[src/rtl/reg_file_pkg.sv]
// Shared widths and helpers for the architectural register file and its read ports.
package reg_file_pkg;

  localparam int XLEN        = 32;
  localparam int REG_IDX_W   = 5;
  localparam int ROB_LOG_DEF = 4;

  // x0 and indices beyond the implemented register count never carry state.
  function automatic logic idx_live(input logic [REG_IDX_W-1:0] idx, input int reg_num);
    return (idx != '0) && (int'(idx) < reg_num);
  endfunction

endpackage

[src/rtl/reg_file_read_port.sv]
// One combinational operand read port: index decode, x0 masking and same-cycle commit bypass.
module reg_read_port
  import reg_file_pkg::*;
#(
  parameter int ROB_LOG = ROB_LOG_DEF,
  parameter int REG_NUM = 32
) (
  input  logic [REG_IDX_W-1:0]             idx_i,
  input  logic                             rdy_i,
  input  logic [REG_NUM-1:0]               busy_i,
  input  logic [REG_NUM-1:0][ROB_LOG-1:0]  tag_i,
  input  logic [REG_NUM-1:0][XLEN-1:0]     value_i,
  input  logic                             commit_valid_i,
  input  logic [REG_IDX_W-1:0]             commit_index_i,
  input  logic [ROB_LOG-1:0]               commit_rob_id_i,
  input  logic [XLEN-1:0]                  commit_value_i,
  output logic                             busy_o,
  output logic [ROB_LOG-1:0]               rob_id_o,
  output logic [XLEN-1:0]                  value_o
);

  logic bypass;

  always_comb begin
    busy_o   = 1'b0;
    rob_id_o = '0;
    value_o  = '0;
    bypass   = 1'b0;
    if (idx_live(idx_i, REG_NUM)) begin
      // Only the commit that retires the current mapping may forward its value.
      bypass = rdy_i && commit_valid_i && (commit_index_i == idx_i) &&
               busy_i[idx_i] && (tag_i[idx_i] == commit_rob_id_i);
      rob_id_o = tag_i[idx_i];
      if (bypass) begin
        busy_o  = 1'b0;
        value_o = commit_value_i;
      end else begin
        busy_o  = busy_i[idx_i];
        value_o = value_i[idx_i];
      end
    end
  end

endmodule

[src/rtl/reg_file.sv]
// Architectural register file with rename tags: commit writes from the ROB, rename from issue,
// two bypassing operand read ports.
module reg_file
  import reg_file_pkg::*;
#(
  parameter int ROB_LOG = ROB_LOG_DEF,
  parameter int REG_NUM = 32
) (
  input  logic                  clk_i,
  input  logic                  rst_ni,
  input  logic                  rdy_i,
  input  logic                  flush_i,
  input  logic                  commit_valid_i,
  input  logic [REG_IDX_W-1:0]  commit_index_i,
  input  logic [ROB_LOG-1:0]    commit_rob_id_i,
  input  logic [XLEN-1:0]       commit_value_i,
  input  logic                  issue_valid_i,
  input  logic [REG_IDX_W-1:0]  issue_dest_i,
  input  logic [ROB_LOG-1:0]    issue_rob_id_i,
  input  logic [REG_IDX_W-1:0]  rs1_index_i,
  input  logic [REG_IDX_W-1:0]  rs2_index_i,
  output logic                  rs1_busy_o,
  output logic [ROB_LOG-1:0]    rs1_rob_id_o,
  output logic [XLEN-1:0]       rs1_value_o,
  output logic                  rs2_busy_o,
  output logic [ROB_LOG-1:0]    rs2_rob_id_o,
  output logic [XLEN-1:0]       rs2_value_o
);

  logic [REG_NUM-1:0]              busy_q,  busy_d;
  logic [REG_NUM-1:0][ROB_LOG-1:0] tag_q,   tag_d;
  logic [REG_NUM-1:0][XLEN-1:0]    value_q, value_d;

  always_comb begin
    busy_d  = busy_q;
    tag_d   = tag_q;
    value_d = value_q;
    if (rdy_i) begin
      // Entry 0 is never touched, so x0 holds its reset state forever.
      for (int i = 1; i < REG_NUM; i++) begin
        if (commit_valid_i && (commit_index_i == REG_IDX_W'(i))) begin
          value_d[i] = commit_value_i;
        end
        if (flush_i) begin
          busy_d[i] = 1'b0;
        end else if (issue_valid_i && (issue_dest_i == REG_IDX_W'(i))) begin
          busy_d[i] = 1'b1;
          tag_d[i]  = issue_rob_id_i;
        end else if (commit_valid_i && (commit_index_i == REG_IDX_W'(i)) &&
                     (tag_q[i] == commit_rob_id_i)) begin
          busy_d[i] = 1'b0;
        end
      end
    end
  end

  always_ff @(posedge clk_i or negedge rst_ni) begin
    if (!rst_ni) begin
      busy_q  <= '0;
      tag_q   <= '0;
      value_q <= '0;
    end else begin
      busy_q  <= busy_d;
      tag_q   <= tag_d;
      value_q <= value_d;
    end
  end

  reg_read_port #(.ROB_LOG(ROB_LOG), .REG_NUM(REG_NUM)) u_rs1_port (
    .idx_i           (rs1_index_i),
    .rdy_i           (rdy_i),
    .busy_i          (busy_q),
    .tag_i           (tag_q),
    .value_i         (value_q),
    .commit_valid_i  (commit_valid_i),
    .commit_index_i  (commit_index_i),
    .commit_rob_id_i (commit_rob_id_i),
    .commit_value_i  (commit_value_i),
    .busy_o          (rs1_busy_o),
    .rob_id_o        (rs1_rob_id_o),
    .value_o         (rs1_value_o)
  );

  reg_read_port #(.ROB_LOG(ROB_LOG), .REG_NUM(REG_NUM)) u_rs2_port (
    .idx_i           (rs2_index_i),
    .rdy_i           (rdy_i),
    .busy_i          (busy_q),
    .tag_i           (tag_q),
    .value_i         (value_q),
    .commit_valid_i  (commit_valid_i),
    .commit_index_i  (commit_index_i),
    .commit_rob_id_i (commit_rob_id_i),
    .commit_value_i  (commit_value_i),
    .busy_o          (rs2_busy_o),
    .rob_id_o        (rs2_rob_id_o),
    .value_o         (rs2_value_o)
  );

endmodule
[config.mk]
export PLATFORM = sky130hd
export DESIGN_NAME = reg_file
export DESIGN_NICKNAME = d
export VERILOG_FILES = /design/src/rtl/reg_file_pkg.sv /design/src/rtl/reg_file_read_port.sv /design/src/rtl/reg_file.sv
export SDC_FILE = /design/constraint.sdc
export NUM_CORES = 2
export LEC_CHECK = 0
export ABC_CLOCK_PERIOD_IN_PS = 3600
export CAP_MARGIN = 40
export CORE_ASPECT_RATIO = 0.7
export CORE_MARGIN = 2
export CORE_UTILIZATION = 57
export DETAILED_ROUTE_END_ITERATION = 8
export PLACE_DENSITY = 0.79
export SETUP_SLACK_MARGIN = 0.02
export SLEW_MARGIN = 15
export SYNTH_ARGS = -nofsm -noshare
export SYNTH_HDL_FRONTEND = slang
export SYNTH_HIERARCHICAL = 1
export SYNTH_SLANG_ARGS = --single-unit
[constraint.sdc]
create_clock -name clk_i -period 3.6 [get_ports clk_i]
set_input_delay 0.54 -clock clk_i [delete_from_list [all_inputs] [get_ports clk_i]]
set_output_delay 0.54 -clock clk_i [all_outputs]
set_load 0.01 [all_outputs]
# Word level (Yosys, flattened, before mapping)

Index checks and enable logic that the tools add are counted.

Magnitude comparators: 2
Equality and inequality tests: 97
Muxes and demuxes: 115
Bitwise operators: 1
Reductions and logical operators: 226

Operators with widths:

| kind                                                       | number |
|---|---|
| binary-select mux 32 bit (select 5 bit)                    | 2 |
| 2-to-1 mux 32 bit                                          | 6 |
| == test 5 bit, second input constant                       | 32 |
| == test 4 bit                                              | 33 |
| AND reduction 2 bit                                        | 62 |
| logical AND 1 bit                                          | 100 |
| 2-to-1 mux 1 bit                                           | 99 |
| AND reduction 3 bit                                        | 31 |
| nonzero test 3 bit                                         | 31 |
| == test 5 x 4 -> 1 bit, second input constant              | 16 |
| binary-select mux 4 bit (select 5 bit)                     | 2 |
| == test 5 x 3 -> 1 bit, second input constant              | 8 |
| == test 5 x 2 -> 1 bit, second input constant              | 4 |
| 2-to-1 mux 4 bit                                           | 4 |
| less-than comparator 5 x 6 -> 1 bit, second input constant | 2 |
| binary-select mux 1 bit (select 5 bit)                     | 2 |
| == test 5 x 1 -> 1 bit, second input constant              | 2 |
| == test 5 bit                                              | 2 |
| nonzero test 5 bit                                         | 2 |
| inverter 1 bit                                             | 1 |

Flip-flop bits (word level): 1,147
Logic and storage cells: 534

# Longest topological paths before layout

Depth in word-level cells: 6
Gate-level depth with buffers: 13
Mapped depth without buffers: 7

# Hierarchy

The synthesis kept the hierarchy.

By module, submodules not included:

| module        | times used | cells an instance | area each (um^2) | sequential area each (um^2) |
|---|---|---|---|---|
| reg_file      | 1          | 2,854             | 45,512.4         | 28,702.5 |
| reg_read_port | 2          | 621               | 9,998.3          | 0.0 |

# Worst setup path after synthesis

Ideal clock, no wire load.

Path type: input-to-output
From: input port rs1_index_i[0]
To: output port rs1_value_o[30]
Data arrival time: 3.367 ns
Slack: -0.307 ns
Cell stages on the path: 10
Cell sequence: buf_4 -> buf_2 -> buf_2 -> clkbuf_1 -> buf_1 -> mux4_2 -> mux4_2 -> mux2i_1 -> o41ai_1 -> o211a_1

Word-level cells in the longest chain between the ends: 6
Elaborated cells on any way between the ends: 14
Classes of those cells: 2 x eq/ne; 8 x mux; 4 x reduce/logical

RTL lines:

| element                                                              | RTL line                                           | text |
|---|---|---|
| start, declared                                                      | reg_file.sv:20                                     | `input logic [REG_IDX_W-1:0] rs1_index_i,` |
| binary-select mux 4 bit (select 5 bit), or another cell as far along | reg_file_read_port.sv:32                           | `busy_i[idx_i] && (tag_i[idx_i] == commit_rob_id_i);` |
| 2-to-1 mux 4 bit (not written as such), or another cell as far along | reg_file_read_port.sv:32                           |  |
| == test 4 bit or logical AND 1 bit (tied branches)                   | reg_file_read_port.sv:32, reg_file_read_port.sv:31 |  |
| logical AND 1 bit                                                    | reg_file_read_port.sv:32                           |  |
| 2-to-1 mux 32 bit                                                    | reg_file_read_port.sv:34                           | `if (bypass) begin` |
| 2-to-1 mux 32 bit *                                                  | reg_file_read_port.sv:29                           | `if (idx_live(idx_i, REG_NUM)) begin` |
| end, declared                                                        | reg_file.sv:24                                     | `output logic [XLEN-1:0] rs1_value_o,` |

Mark *: on every way between the ends. The rest lies on a longest branch, timed or not. The select of a mux whose other input is x is not followed.

# Worst setup path in the final report

From: register tag_q[32] in the netlist's numbering
To: output port rs2_value_o[18]

Word-level cells in the longest chain between the ends: 6

RTL lines:

| element                                | RTL line                 | text |
|---|---|---|
| start, declared                        | reg_file.sv:31           | `logic [REG_NUM-1:0][ROB_LOG-1:0] tag_q, tag_d;` |
| start signal, assigned                 | reg_file.sv:64           | `tag_q <= tag_d;` |
| binary-select mux 4 bit (select 5 bit) | reg_file_read_port.sv:32 |  |
| 2-to-1 mux 4 bit (not written as such) | reg_file_read_port.sv:32 |  |
| == test 4 bit                          | reg_file_read_port.sv:32 |  |
| logical AND 1 bit                      | reg_file_read_port.sv:32 |  |
| 2-to-1 mux 32 bit                      | reg_file_read_port.sv:34 |  |
| 2-to-1 mux 32 bit                      | reg_file_read_port.sv:29 |  |
| end, declared                          | reg_file.sv:27           | `output logic [XLEN-1:0] rs2_value_o` |

No other way between the ends. The select of a mux whose other input is x is not followed.

==> impl_summary.txt <==
----------------------------------------------------
[Routing]
  Final Routed Wirelength ... 203000 um
  Vias after detailed routing ... 43354
  DRC viols ... 0
  Antenna violation net count after detailed routing ... 0
  Violation count after the first detailed-routing iteration ... 5415
  First-pass detailed-route iteration total ... 6
  Ratio of routed vias to standard cells ... 7.12
  WL per Instance ... 33.3 um

[Setup path]
  Cell mode on critical path ... sky130_fd_sc_hd__buf_12
  Crit path buffers/inverters ... 3
  Worst reg2reg startpoint ... tag_q[19]
  Largest fanout of any net on the critical path ... 6
  Class of the most critical setup path ... flip-flop to primary output
  Crit. End Element ... primary output
  Chain of cells forming the critical path ... mux4_2 -> nor2b_1 -> a2111oi_1 -> a311o_1 -> xnor2_4 -> or4_4 -> buf_12 -> buf_12 -> o211a_1 -> buf_2
  Startpoint Class ... flip-flop
  Worst reg-to-reg path cell count ... 4
  Largest delay contributor family on the critical path ... compound AO/OA/AOI/OAI gates
  Worst EP required ... 3060 ps
  Worst reg2reg path endpoint ... busy_q[4]
  Maximum single-stage delay on the critical path ... 490 ps
  Critical Path AT ... 3950 ps
  Cell with the largest stage delay on the worst path ... sky130_fd_sc_hd__a2111oi_1
  Worst-case register-to-register setup slack ... 1860 ps

[Cells and area]
  Fraction of final layout cells with drive strength greater than 1 ... 0.607
  Area taken by flip-flops and latches ... 28700 um^2
  Area of the multi-input gates ... 35900 um^2
  Synthesis-to-finish area growth ... 17.2%
  Number of nets in the layout ... 4524
  Number of fillers in the final layout ... 7608
  End-of-flow core utilization ... 0.671
  Antenna Cells ... 0
  Number of standard cells in the final layout excluding fillers ... 6090
  Design Area, Final ... 76800 um^2

[STA]
  Setup tns final ... -51450 ps
  Final count of negative-setup-slack endpoints ... 66
  Setup repair after global routing missed its margin ... true
  Final clock period utilization by the worst path ... 1.25
  Post-Route Hold Slack ... 382 ps
  Worst-margin pin slew ... 961 ps
  Final Hold Violating Endpoints ... 0
  Setup clock skew after layout ... 6.52 ps
  Slack of the critical path ... -886 ps
  Time the worst path needs with I/O delays and setup ... 4490 ps
  Final Max Tran Viols ... 0
  FMAX ... 223 MHz
  Normalized max-slew margin ... 0.353

[Floorplanning]
  Floorplan die area ... 118000 um^2
  Die X-Extent ... 409 um
  Number of core rows ... 104
  Area inside the core boundary ... 115000 um^2
  # IOs ... 140
  Floorplan die height ... 288 um
  Initial cell density of the core ... 0.572

[Logic synthesis]
  Simple logic cell fraction of the synthesized area ... 0.0217
  Synthesized instance count ... 4096
  Combinational family with the most area after synthesis ... multiplexers
  Adder and majority gate portion of the synthesized area ... 0
  Multiplexer area fraction after synthesis ... 0.457
  Number of flops mapped to enable cells by yosys ... 0
  Flops & latches, synth ... 1147
  Fraction of synthesis flops using an asynchronous set or reset pin ... 1.00
  Netlist Area Pre-Place ... 65500 um^2
  Synth cell count leaders ... sky130_fd_sc_hd__dfrtp_1 (1147), sky130_fd_sc_hd__mux2_2 (1044), sky130_fd_sc_hd__mux4_2 (726), sky130_fd_sc_hd__clkbuf_1 (218), sky130_fd_sc_hd__xor2_1 (126)
  Cell variety after synth ... 63
  Sequential-to-total area share from yosys stat ... 0.438
  Leading area contributor after synthesis ... sky130_fd_sc_hd__dfrtp_1
  Area fraction of the dominant cell type after synthesis ... 0.438
  XOR/XNOR share of the synthesized area ... 0.0190
  Share of the synthesized area in compound gates (AO/OA/AOI/OAI) ... 0.0277
  Primary flip-flop cell chosen by synthesis mapping ... sky130_fd_sc_hd__dfrtp_1
  Top post-synthesis cells by area ... sky130_fd_sc_hd__dfrtp_1 (44%), sky130_fd_sc_hd__mux4_2 (25%), sky130_fd_sc_hd__mux2_2 (18%)
  Most frequently used cell type in the post-synthesis netlist ... sky130_fd_sc_hd__dfrtp_1
  Number of warnings reported in the yosys synthesis log ... 6
  Mean instance size in the synthesized netlist ... 16.0 um^2

[Job]
  Number of maximum-capacitance constraint violations ... 0

[Placed design]
  Post-Place Setup Slack ... -1540 ps
  RePlAce Congestion ... 0.978
  HPWL after detailed placement ... 124000 um
  Dpl cells ... 5850
  Post-placement cell area ... 71500 um^2
  Count of buffers from port buffering ... 139

[Clock tree]
  CTS tree ... built
  Num CTS Buffers ... 109
  Clock insertion delay at the later pin of the skew report ... 740 ps
  CTS root buf ... sky130_fd_sc_hd__clkbuf_16
  Longest Clk Path Bufs ... 3
  CTS H-tree depth ... 3
  Number of clock sinks seen by CTS ... 1147
  Clk slew on worst S/H paths ... 60 ps

[GRT]
  Antenna violations before repair ... 2
  Number of global-route vias before repair ... 44459
  Pin count of the biggest net entering global routing ... 113
  Total routing usage reported by global routing ... 0.346
  Wire length of the first global-routing pass ... 300000 um
  Grt ovf ... 0

[Outcome]
  Status ... complete, but fails checks
  Failing checks ... negative setup slack

[Hold path]
  Worst Hold Class ... input port to asynchronous set/reset pin

[Power]
  Total power divided by cell area ... 471 nW/um^2
  Overall power after layout ... 36.2 mW
  Leakage dissipation ... 35.4 nW
  Peak VDD IR ... 0.427 mV

----------------------------------------------------
-- power by group --
part | switching, mW | total [mW] | internal, mW
combinational | 3.35 | 7.92 | 4.57
sequential | 1.29 | 15.8 | 14.5
clock | 5.37 | 12.5 | 7.08
-- sequential cells by signal, summed over array words and instances, names as in the netlist --
signal / count
value_q: 992
tag_q: 124
busy_q: 31
-- worst max-delay path by stage --
| stage | slack (ps) | end | depth (start not counted) | from |
|---|---|---|---|---|
| floorplan | -60 | rs1_value_o[11] | 10 | rs1_index_i[1] |
| global placement | -1640 | rs2_value_o[1] | 9 | rs2_index_i[2] |
| detailed placement | -1540 | rs2_value_o[1] | 10 | rs2_index_i[2] |
| CTS | -800 | rs1_value_o[23] | 9 | tag_q[95] |
| global route | -920 | rs2_value_o[18] | 10 | tag_q[32] |
| finish | -890 | rs2_value_o[18] | 10 | tag_q[32] |
-- routing by layer --
metal | vias to the layer above | global-route usage | part of all wire
li1 | 16935 | - | -
met1 | 23213 | 0.472 | 0.38
met2 | 2608 | 0.521 | 0.46
met3 | 596 | 0.0992 | 0.11
met4 | 2 | 0.163 | 0.054
met5 | - | 0 | 0.000054
-- cell usage in the layout, fill, tap and decap left out, types with 33 or more instances in the layout --
cell / n
sky130_fd_sc_hd__nor4_1: 33
sky130_fd_sc_hd__dfrtp_1: 1143
sky130_fd_sc_hd__conb_1: 74
sky130_fd_sc_hd__buf_2: 57
sky130_fd_sc_hd__clkdlybuf4s50_1: 49
sky130_fd_sc_hd__o211a_1: 58
sky130_fd_sc_hd__mux2_2: 1043
sky130_fd_sc_hd__mux4_2: 726
sky130_fd_sc_hd__mux2_4: 59
sky130_fd_sc_hd__buf_12: 83
sky130_fd_sc_hd__clkbuf_16: 113
sky130_fd_sc_hd__xor2_1: 126
sky130_fd_sc_hd__buf_6: 33
sky130_fd_sc_hd__buf_4: 388
sky130_fd_sc_hd__mux2i_1: 66
-- cell families (layout without fill, tap and decap cells) --
group / count (synthesis) / in the layout
other cells: 1 / 74
compound gates: 214 / 214
simple gates: 203 / 203
flops: 1147 / 1147
mux: 1918 / 1918
xor+xnor: 142 / 142
buf+inv: 471 / 855
-- final cells by class --
class                           count  area share
Sequential cell                  1147       0.374
Inverter                            2   0.0000977
Timing Repair Buffer              647      0.0831
Tap cell                         1537      0.0250
Multi-Input combinational cell   2551       0.468
Clock buffer                      158      0.0422
Clock inverter                     48     0.00805
-- timing repair --
item                                   4_1_cts  5_1_grt
hold buffers                                 1        0
endpoints found under the hold margin       50        0
setup endpoints to repair                   73       73
setup buffers                               11       19
gates cloned                                 7        2
gates resized for setup                    433       62
pin swaps                                   40       19
No activity file was read; power rests on OpenSTA's default activity.
